File: config.mk
export PLATFORM = sky130hd
export DESIGN_NAME = gray_down_counter_4b
export DESIGN_NICKNAME = d
export VERILOG_FILES = /design/src/rtl/gray_down_counter_4b.sv
export SDC_FILE = /design/constraint.sdc
export NUM_CORES = 1
export LEC_CHECK = 0
export CAP_MARGIN = 15
export CORE_AREA = 2 2 39 41
export DETAILED_ROUTE_END_ITERATION = 8
export DIE_AREA = 0 0 41 43
export GPL_TIMING_DRIVEN = 0
export HOLD_SLACK_MARGIN = 0.05
export RECOVER_POWER = 100
export SETUP_SLACK_MARGIN = 0.2
export SYNTH_ARGS = -nofsm -noshare
export SYNTH_HDL_FRONTEND = slang
export SYNTH_SLANG_ARGS = --single-unit
File: constraint.sdc
create_clock -name clk -period 4.78 [get_ports clk]
set_input_delay 0.956 -clock clk [delete_from_list [all_inputs] [get_ports clk]]
set_output_delay 0.956 -clock clk [all_outputs]
set_load 0.02 [all_outputs]
File: src/rtl/gray_down_counter_4b.sv
// Cascadable 4-bit Gray-code down counter with binary preset, optional auto-reload,
// combinational borrow (tc) and a decoded binary view of the count.

module ms_dff (
    input  logic clk,
    input  logic ce,
    input  logic d,
    output logic q
);
    always_ff @(posedge clk) begin
        if (ce) q <= d;
    end
endmodule

module gray_down_counter_4b #(
    parameter bit         AUTO_RELOAD = 1'b0,
    parameter logic [3:0] RESET_VAL   = 4'b0000
) (
    input  logic       clk,
    input  logic       clr,
    input  logic       cten,
    input  logic       ld,
    input  logic [3:0] din,
    output logic [3:0] out,
    output logic [3:0] bin,
    output logic       tc
);
    logic [3:0] out_d;
    logic [3:0] rl_q, rl_d;
    logic [3:0] ld_g, dec_g, wrap_g, tgl;
    logic       par, zero;
    logic       s_rst, s_ld, s_dec, s_wrap, s_hold;

    assign ld_g = {din[3], din[3] ^ din[2], din[2] ^ din[1], din[1] ^ din[0]};
    assign zero = ~out[3] & ~out[2] & ~out[1] & ~out[0];

    // Reflected-Gray decrement: odd parity flips bit 0, even parity flips the bit
    // left of the lowest set bit. Zero has no such bit and is handled as underflow.
    assign par    = out[3] ^ out[2] ^ out[1] ^ out[0];
    assign tgl[0] = par;
    assign tgl[1] = ~par & out[0];
    assign tgl[2] = ~par & ~out[0] & out[1];
    assign tgl[3] = ~par & ~out[0] & ~out[1] & out[2];
    assign dec_g  = out ^ tgl;

    assign wrap_g = AUTO_RELOAD ? {rl_q[3], rl_q[3] ^ rl_q[2], rl_q[2] ^ rl_q[1], rl_q[1] ^ rl_q[0]}
                                : 4'b1000;

    // One-hot select terms encode the priority clr > ld > cten > hold.
    assign s_rst  = ~clr;
    assign s_ld   = clr & ld;
    assign s_dec  = clr & ~ld & cten & ~zero;
    assign s_wrap = clr & ~ld & cten & zero;
    assign s_hold = clr & ~ld & ~cten;

    assign out_d = ({4{s_rst}}  & RESET_VAL)
                 | ({4{s_ld}}   & ld_g)
                 | ({4{s_dec}}  & dec_g)
                 | ({4{s_wrap}} & wrap_g)
                 | ({4{s_hold}} & out);

    assign rl_d = ({4{s_ld}} & din) | ({4{clr & ~ld}} & rl_q);

    genvar i;
    generate
        for (i = 0; i < 4; i++) begin : g_bit
            ms_dff u_cnt (.clk(clk), .ce(1'b1), .d(out_d[i]), .q(out[i]));
            ms_dff u_rl  (.clk(clk), .ce(1'b1), .d(rl_d[i]),  .q(rl_q[i]));
        end
    endgenerate

    assign bin[3] = out[3];
    assign bin[2] = out[3] ^ out[2];
    assign bin[1] = out[3] ^ out[2] ^ out[1];
    assign bin[0] = out[3] ^ out[2] ^ out[1] ^ out[0];

    assign tc = zero & cten & ~ld & clr;
endmodule

# Word-level counts from Yosys, hierarchy flattened

Cells that the tools add are included.

Bits in registers: 4
Word-level logic and storage cells: 42
Memories kept: 0
ROM bits: 0
Output and inout bits: 9
Bits in latches: 0
RAM bits: 0
Input port bits: 8

Div/mod/pow operators: 0
Equality and inequality tests: 0
$lt $le $gt $ge: 0
Mux-type cells: 0
Shift-type cells: 0
Multipliers: 0
Bitwise gates (word level): 38
Add/sub/neg operators: 0
Reductions and logical operators: 0

Operators by type and width:

| kind              | count |
|---|---|
| 1-bit bitwise AND | 17 |
| 4-bit bitwise AND | 3 |
| 4-bit OR          | 3 |
| 1-bit inverter    | 8 |
| 1-bit bitwise XOR | 6 |
| 4-bit bitwise XOR | 1 |

# Longest topological paths before layout

Depth in word-level cells: 12
Gate-level depth with buffers: 7
Depth with buffers taken out: 7

# Hierarchy

From an unflattened synthesis, not the netlist that was laid out.

Cells, all modules: 45
Area, all modules: 381.6 µm²

Modules (own cells, without submodules):

| module               | area an instance (µm²) | cells each | times used |
|---|---|---|---|
| gray_down_counter_4b | 261.5                  | 41         | 1 |
| ms_dff               | 30.0                   | 1          | 4 |

# Least setup slack after synthesis

Ideal clock, no wire load.

Kind: reg-to-output
From: reg g_bit[3].u_cnt.q
To: out bin[0]
Data required time: 3.824 ns
Stages on the path, launching flop included: 6
Arrival time: 1.473 ns
Setup slack: 2.351 ns
Path through: dfxtp_1 inv_1 ha_1 xnor2_1 ha_1 buf_4

Cells in the longest elaborated chain, start to end: 3

Ends and longest elaborated chain:

| item                            | RTL line | text |
|---|---|---|
| start, declared                 | 8        | `output logic q` |
| start signal, assigned          | 11       | `if (ce) q <= d;` |
| 1-bit bitwise XOR               | --       |  |
| named net bin[2]                | 25       | `output logic [3:0] bin,` |
| 1-bit bitwise XOR (2 in series) | 75       | `assign bin[0] = out[3] ^ out[2] ^ out[1] ^ out[0];` |
| end, declared                   | 25       |  |

The timed path passes the listed nets, and every way through them passes these cells.

# Worst setup path after layout

From: in ld
To: out tc

Cells in the longest elaborated chain, start to end: 3

Ends and longest elaborated chain:

| item                            | RTL line | text |
|---|---|---|
| start, declared                 | 22       | `input logic ld,` |
| 1-bit inverter                  | --       |  |
| 1-bit bitwise AND (2 in series) | 77       | `assign tc = zero & cten & ~ld & clr;` |
| end, declared                   | 26       | `output logic tc` |

No other way between the ends.

==> results.md <==
Layout:
- The flip-flop count of the largest register after layout is 4.
- The count of placed standard cells in the final layout, fillers left out is between 80 and 90.
- The synthesis-to-finish area growth is 46.1%.
- Counting flops per register, the top entry is g_bit.u_cnt.q.
- Fill cells in the final layout number 149.
- In the final layout, the registers with the most flip-flops are g_bit.u_cnt.q x4.
- The cell area after layout is 591 µm².
- Of the cells placed in the final design, the portion with a size suffix greater than 1 is 0.239.
- The number of diodes is 0.
- The number of nets in the final layout is 79.

Floorplanning:
- The initial standard-cell utilization of the core is 0.292.
- For this design the top-level I/O count stands at 17.
- The core region is roughly 0.0014 mm².
- The floorplan step set the die width to roughly 41 µm.
- The area of the die is 0.00176 mm².
- The height of the die is 43 µm.
- The initialized floorplan defines 14 standard-cell rows.

GRT:
- The pin count of the biggest net entering global routing is 10.
- The via count of the first global-routing pass is approximately 320.
- The total overflow left after global routing is 0.
- The all-layer global routing usage is 0.115.
- The initial antenna violation count came to 0.
- The first global-routing pass estimated 1320 µm of wire.

Setup path:
- The worst register-to-register path has a setup slack of 2.74 ns.
- The arrival time reported for the critical path endpoint is between 2 and 3 ns.
- On the worst path, the slowest cell contributes a delay of ~0.69 ns.
- The number of cell instances on the worst register-to-register path is 7.
- The type of the setup path with the least slack is in -> out.
- The data required time at the worst endpoint is 3.82 ns.
- In this run the critical register-to-register path is launched from g_bit[3].u_cnt.q.
- The master of the slowest instance on the critical path is dlygate4sd3_1.
- Along the worst path, the maximum fanout reaches 8.
- In this run the critical register-to-register path is captured at g_bit[2].u_cnt.q.
- The source of the critical timing path is ld.
- The critical path goes through dlygate4sd3_1 > inv_1 > and4_1 > dlygate4sd3_1.
- The kind of end point of the critical path is an output port.
- The critical path's most frequent cell is dlygate4sd3_1.
- The critical path capture point is tc.
- STA classifies the critical path startpoint as an input port.

Clock network:
- At the later pin of the worst-skew pair, clock insertion delay measures around 0.23 ns.
- The root buffer cell is clkbuf_4.
- The number of post-CTS setup repair buffers is 0.
- The total number of clock tree sinks is 4.
- Buffers inserted to repair hold after CTS numbered 0.
- TritonCTS built the clock tree.
- The maximum buffer depth of the clock tree is 2.
- The TritonCTS buffer count is 3.
- Gates resized during post-CTS repair numbered 0.
- Clock-pin slew was measured on the worst setup and hold paths at approximately 0.04 ns.
- The level count of the clock H-tree is 1.

Drt:
- The wire length per cell is 9.04 µm.
- The via count normalized by instance count is around 4.6.
- The number of DRC violations after detailed-routing iteration 0 is 3.
- Across all layers, the routed design uses approximately 380 vias.
- The sum of met3 wire segment lengths after detailed routing is ~34 µm.
- The detailed router used layers up to and including met3.
- After detailed routing, the number of remaining DRC violations is 0.
- Summed over all layers, the routed wires come to approximately 750 µm.
- The met1 routed wirelength after detailed routing is between 300 and 400 µm.
- Summed over all nets, wire length on met2 after detailed routing comes to about 360 µm.
- Once detail routing completed, the nets flagged for antenna violations numbered 0.
- The detailed-router iteration count before antenna repair is 2.

Pwr:
- In this run the static leakage power is 0.269 nW.
- The share of total power in the clock network is 0.243.
- The share of total power dissipated in sequential elements is 0.256.
- Cell internal power was estimated by the tool at 0.110 mW.
- In this run the power density over the cells is 278 mW/mm².
- Of the total power, the share spent switching nets is 0.333.
- In this run the power spent charging and discharging nets is 0.0547 mW.
- Of the total power, combinational logic draws 0.501.
- The peak supply drop is around 0.11 mV.

STA:
- The setup TNS is 0 ns.
- The count of endpoints failing hold in the final timing report was 0.
- The transition at the pin with the smallest max-transition slack is 0.420 ns.
- In the finished design, the share of the clock period the worst path needs comes to 0.741.
- Setup repair after global routing left no endpoint under its margin.
- The relative max-transition margin is 0.713.
- Setup violations remaining at the end of the flow were counted as 0.
- The final count of pins violating max slew was 0.
- Clock skew on the completed layout was measured at 0.00211 ns.
- The maximum operating frequency is approximately 280 MHz.
- The worst path needs between 3 and 4 ns of the cycle, external delays included.

Job:
- Max-cap violations in this run came to 0.

Synth:
- The number of library cell types mapped by synthesis is 26.
- Summed over all instances, the cell type with the most area after synthesis is dfxtp_1.
- The commonest cells after synthesis are buf_4 (6), inv_1 (6), dfxtp_1 (4), nand2_1 (4), xnor2_1 (4).
- The post-synthesis instance total is 49.
- After synthesis, the cell types taking the most area are dfxtp_1 (20%), buf_4 (11%), xnor2_1 (8.7%), ha_1 (6.2%), inv_1 (5.6%).
- Synthesis inferred 4 register bits.
- The area share of the largest cell type after synthesis is 0.198.
- The flip-flop cell with the highest count after synthesis is dfxtp_1.
- After synthesis the cells add up to 404 µm².
- After synthesis, the mean cell area works out to 8.25 µm².
- In the synthesized netlist the async set-or-reset flop fraction comes to 0.
- The number of warnings printed during yosys synthesis is 0.
- The share of the yosys chip area belonging to registers is 0.198.
- In this run, synthesis inferred 0 flip-flops with an integrated enable.
- The net count after synthesis is 59.

Run status:
- The run finished with clean final reports.

Placed design:
- The total of buffers placed on input and output ports is 15.
- Once placement completed, the tool counted placed cells totaling 80.
- After legalization and detailed placement, the total HPWL measured 628 µm.
- The global placer's final weighted congestion is 0.669.
- Summing all placed instances gives a cell area of 574 µm².

Hold path:
- The min-delay analysis places its worst path in the category reg -> reg.
## critical path, delay by kind of cell
family,cells,cell delay (ns)
buf+inv,3,1.45
simple gates,1,0.18
## through the flow
step	total power, mW	utilization	setup slack [ns]	hold WS [ns]
finish	0.164	0.427	1.24	0.680
floorplan	0.0987	-	2.35	0.601
detailed placement	0.132	0.415	1.36	0.675
global route	0.180	0.427	1.15	0.770
CTS	0.174	0.431	1.35	0.683
global placement	0.131	0.415	1.35	0.664
## power groups by stage
stage	Combinational (mW)	Clock [mW]	Sequential [mW]
CTS	0.0897	0.0425	0.0420
global placement	0.0892	0	0.0422
detailed placement	0.0897	0	0.0425
floorplan	0.0575	0	0.0412
finish	0.0823	0.0400	0.0420
global route	0.0909	0.0459	0.0428
## cell usage in the layout (no fill, tap or decap), drive strengths merged, types with 2 or more instances in the layout
cell            n
ha              2
dfxtp           4
clkdlybuf4s50   5
buf             7
inv             6
and3            2
dlygate4sd3    10
xnor2           4
clkbuf          3
nand2           4
nor3            3
## routing by layer
metal | vias to the layer above | GRT usage
met5 | - | 0
met4 | 0 | 0.100
met3 | 0 | 0.0314
met2 | 10 | 0.134
met1 | 166 | 0.163
li1 | 205 | -
## final cells by class
class                   count  area, µm²  area share
plain buffers               7       50.0      0.0847
clock buffers               3       22.5      0.0381
inverters                   6       22.5      0.0381
multi-input cells          32        245       0.415
flip-flops and latches      4       80.1       0.136
well taps                  16       20.0      0.0339
repair buffers             15        150       0.254
## worst min path at each step
stage	start	to	slack, ns	cells after the start
2_1_floorplan	g_bit[3].u_cnt.q	g_bit[3].u_cnt.q	0.60	3
3_3_place_gp	g_bit[3].u_cnt.q	g_bit[3].u_cnt.q	0.66	3
3_5_place_dp	g_bit[3].u_cnt.q	g_bit[3].u_cnt.q	0.67	3
4_1_cts	g_bit[3].u_cnt.q	g_bit[3].u_cnt.q	0.68	3
5_1_grt	g_bit[3].u_cnt.q	g_bit[3].u_cnt.q	0.77	3
6_report	g_bit[3].u_cnt.q	g_bit[3].u_cnt.q	0.68	3
## kinds of logic (layout without fill, tap and decap cells)
| family | count (synthesis) | after routing | share of synthesized area |
|---|---|---|---|
| AO/OA/AOI/OAI | 8 | 8 | 0.189 |
| XOR/XNOR | 4 | 4 | 0.0867 |
| adder cells (fa/ha/maj) | 2 | 2 | 0.0619 |
| buffers and inverters | 13 | 31 | 0.180 |
| flip-flops | 4 | 4 | 0.198 |
| AND/OR/NAND/NOR | 18 | 18 | 0.285 |
Note: power is estimated with default switching activity, not from simulation.
==> patch, RTL diff (same flow settings) <==
Register the input `ld` before use. The logic sees it one clock later. The other inputs are not delayed to match.
--- a/src/rtl/gray_down_counter_4b.sv
+++ b/src/rtl/gray_down_counter_4b.sv
@@ -26,4 +26,11 @@
     output logic       tc
 );
+
+    logic ld_q;
+
+    always_ff @(posedge clk) begin
+        ld_q <= ld;
+    end
+
     logic [3:0] out_d;
     logic [3:0] rl_q, rl_d;
@@ -49,8 +56,8 @@
     // One-hot select terms encode the priority clr > ld > cten > hold.
     assign s_rst  = ~clr;
-    assign s_ld   = clr & ld;
-    assign s_dec  = clr & ~ld & cten & ~zero;
-    assign s_wrap = clr & ~ld & cten & zero;
-    assign s_hold = clr & ~ld & ~cten;
+    assign s_ld   = clr & ld_q;
+    assign s_dec  = clr & ~ld_q & cten & ~zero;
+    assign s_wrap = clr & ~ld_q & cten & zero;
+    assign s_hold = clr & ~ld_q & ~cten;
 
     assign out_d = ({4{s_rst}}  & RESET_VAL)
@@ -60,5 +67,5 @@
                  | ({4{s_hold}} & out);
 
-    assign rl_d = ({4{s_ld}} & din) | ({4{clr & ~ld}} & rl_q);
+    assign rl_d = ({4{s_ld}} & din) | ({4{clr & ~ld_q}} & rl_q);
 
     genvar i;
@@ -75,5 +82,5 @@
     assign bin[0] = out[3] ^ out[2] ^ out[1] ^ out[0];
 
-    assign tc = zero & cten & ~ld & clr;
+    assign tc = zero & cten & ~ld_q & clr;
 endmodule
 
Check against the original RTL: not equivalent (Yosys sat finds a counterexample within 4 cycles, from zero or initial values).
==> patch against the original RTL <==
- sequential cell count increased by 1
- sequential share of layout area increased by 2.7 points
- area after synthesis increased by 5.0%
- clock power up 18%
- design area is 4.0% higher
- critical path type unchanged
- total power up 9.8%
- count of clock-buffer cells in the layout is 1 higher
- largest cell class unchanged
- worst setup slack better by 0.13 ns
- routed wire length rose by 0.80%
- register-to-register slack worse by 0.04 ns
==> patch: results (changes against the original RTL) <==
power_and_ir_drop:
  ir_drop_v: 0.000128  # was 0.000113 V
  power_leakage_nw: 0.279  # was 0.269 nW
worst_setup_path:
  rrSetupSlack_ns: 2.70  # was 2.74 ns
  crit_path_start: "clr"  # was ld
  arrival_ns: 2.46  # was 2.59 ns
  critPathMaxStageDelay_ns: 0.66  # was 0.69 ns
final_layout:
  finalNetCount: 80  # was 79
  drive_gt1_frac: 0.232  # was 0.239
  fillers: 138  # was 149
  reg.largest.list: "g_bit.u_cnt.q: 4 flops, ld_q: 1 flops"  # was g_bit.u_cnt.q: 4 flops
global_routing:
  grt_util_all_layers: 0.106  # was 0.115
  grt_pass1_wl_um: 1230  # was 1320 um
  grt_pass1_vias: 308  # was 315
  met3_usage: 0.0157  # was 0.0314
drt:
  first_iter_violations: 1  # was 3
  routedWlPerCell_um: 8.89  # was 9.04 um
min_path:
  hp-start: "ld_q"  # was g_bit[3].u_cnt.q
  hold_depth: 2  # was 3
run_status:
  outcome: "complete, no violations"  # unchanged
place:
  gp_congestion: 0.660  # was 0.669
  dpl.hpwl_um: 636  # was 628 um
logic_synthesis:
  syn-num-nets: 60  # was 59
  synth-compound-area-share: 0.180  # was 0.189
  synth_area_leaders: "dfxtp_1 (24%), buf_4 (11%), xnor2_1 (8.3%), ha_1 (5.9%), inv_1 (5.3%)"  # was dfxtp_1 (20%), buf_4 (11%), xnor2_1 (8.7%), ha_1 (6.2%), inv_1 (5.6%)
  synthAdderAreaFrac: 0.0590  # was 0.0619
  synth.yosys.seq_area_share: 0.236  # was 0.198
timing:
  clock_skew_ns: 0.000959  # was 0.00211 ns
-- patch: worst max-delay path by stage --
stage	to	cells after the start
after floorplan	bin[0]	5
after detailed placement	tc	3
after CTS	tc	3
final	tc	3
after global routing	tc	3
after global placement	tc	3
-- patch: logic make-up after synthesis --
group                      after synthesis
and+or+nand+nor                         18
buffers and inverters                   13
AOI/OAI and AO/OA                        8
DFF                                      5
xor gates and xnor gates                 4
adders and majority gates                2
-- patch: power breakdown --
part / total [mW] / switching (mW) / internal, mW / leakage [nW]
registers: 0.0513 / 0.00573 / 0.0456 / 0.0416
logic: 0.0818 / 0.0372 / 0.0446 / 0.223
clock network: 0.0473 / 0.0158 / 0.0315 / 0.0150
total: 0.180 / 0.0587 / 0.122 / 0.279
-- patch: layout make-up --
type                            instances  area, um^2  share of cell area
Sequential cell                         5         100               0.163
Timing Repair Buffer                   15         150               0.244
Clock buffer                            4        26.3              0.0428
Tap cell                               16        20.0              0.0326
Multi-Input combinational cell         32         245               0.399
Inverter                                6        22.5              0.0367
Buffer                                  7        50.0              0.0815
-- patch: per-stage QoR --
| stage | instance area [um^2] | setup slack (ns) | total power [mW] | cells |
|---|---|---|---|---|
| 2_1_floorplan | 424 | 2.35 | 0.108 | 50 |
| 3_3_place_gp | 594 | 1.47 | 0.140 | 81 |
| 3_5_place_dp | 594 | 1.49 | 0.141 | 81 |
| 4_1_cts | 621 | 1.49 | 0.191 | 85 |
| 5_1_grt | 614 | 1.29 | 0.193 | 85 |
| 6_report | 614 | 1.36 | 0.180 | 85 |
-- patch: per-layer routing --
layer / vias to the layer above / share of wire
met2: 11 / 0.48
met3: 0 / 0.050
met1: 162 / 0.47
met4: 0 / 0
li1: 207 / -
met5: - / 0
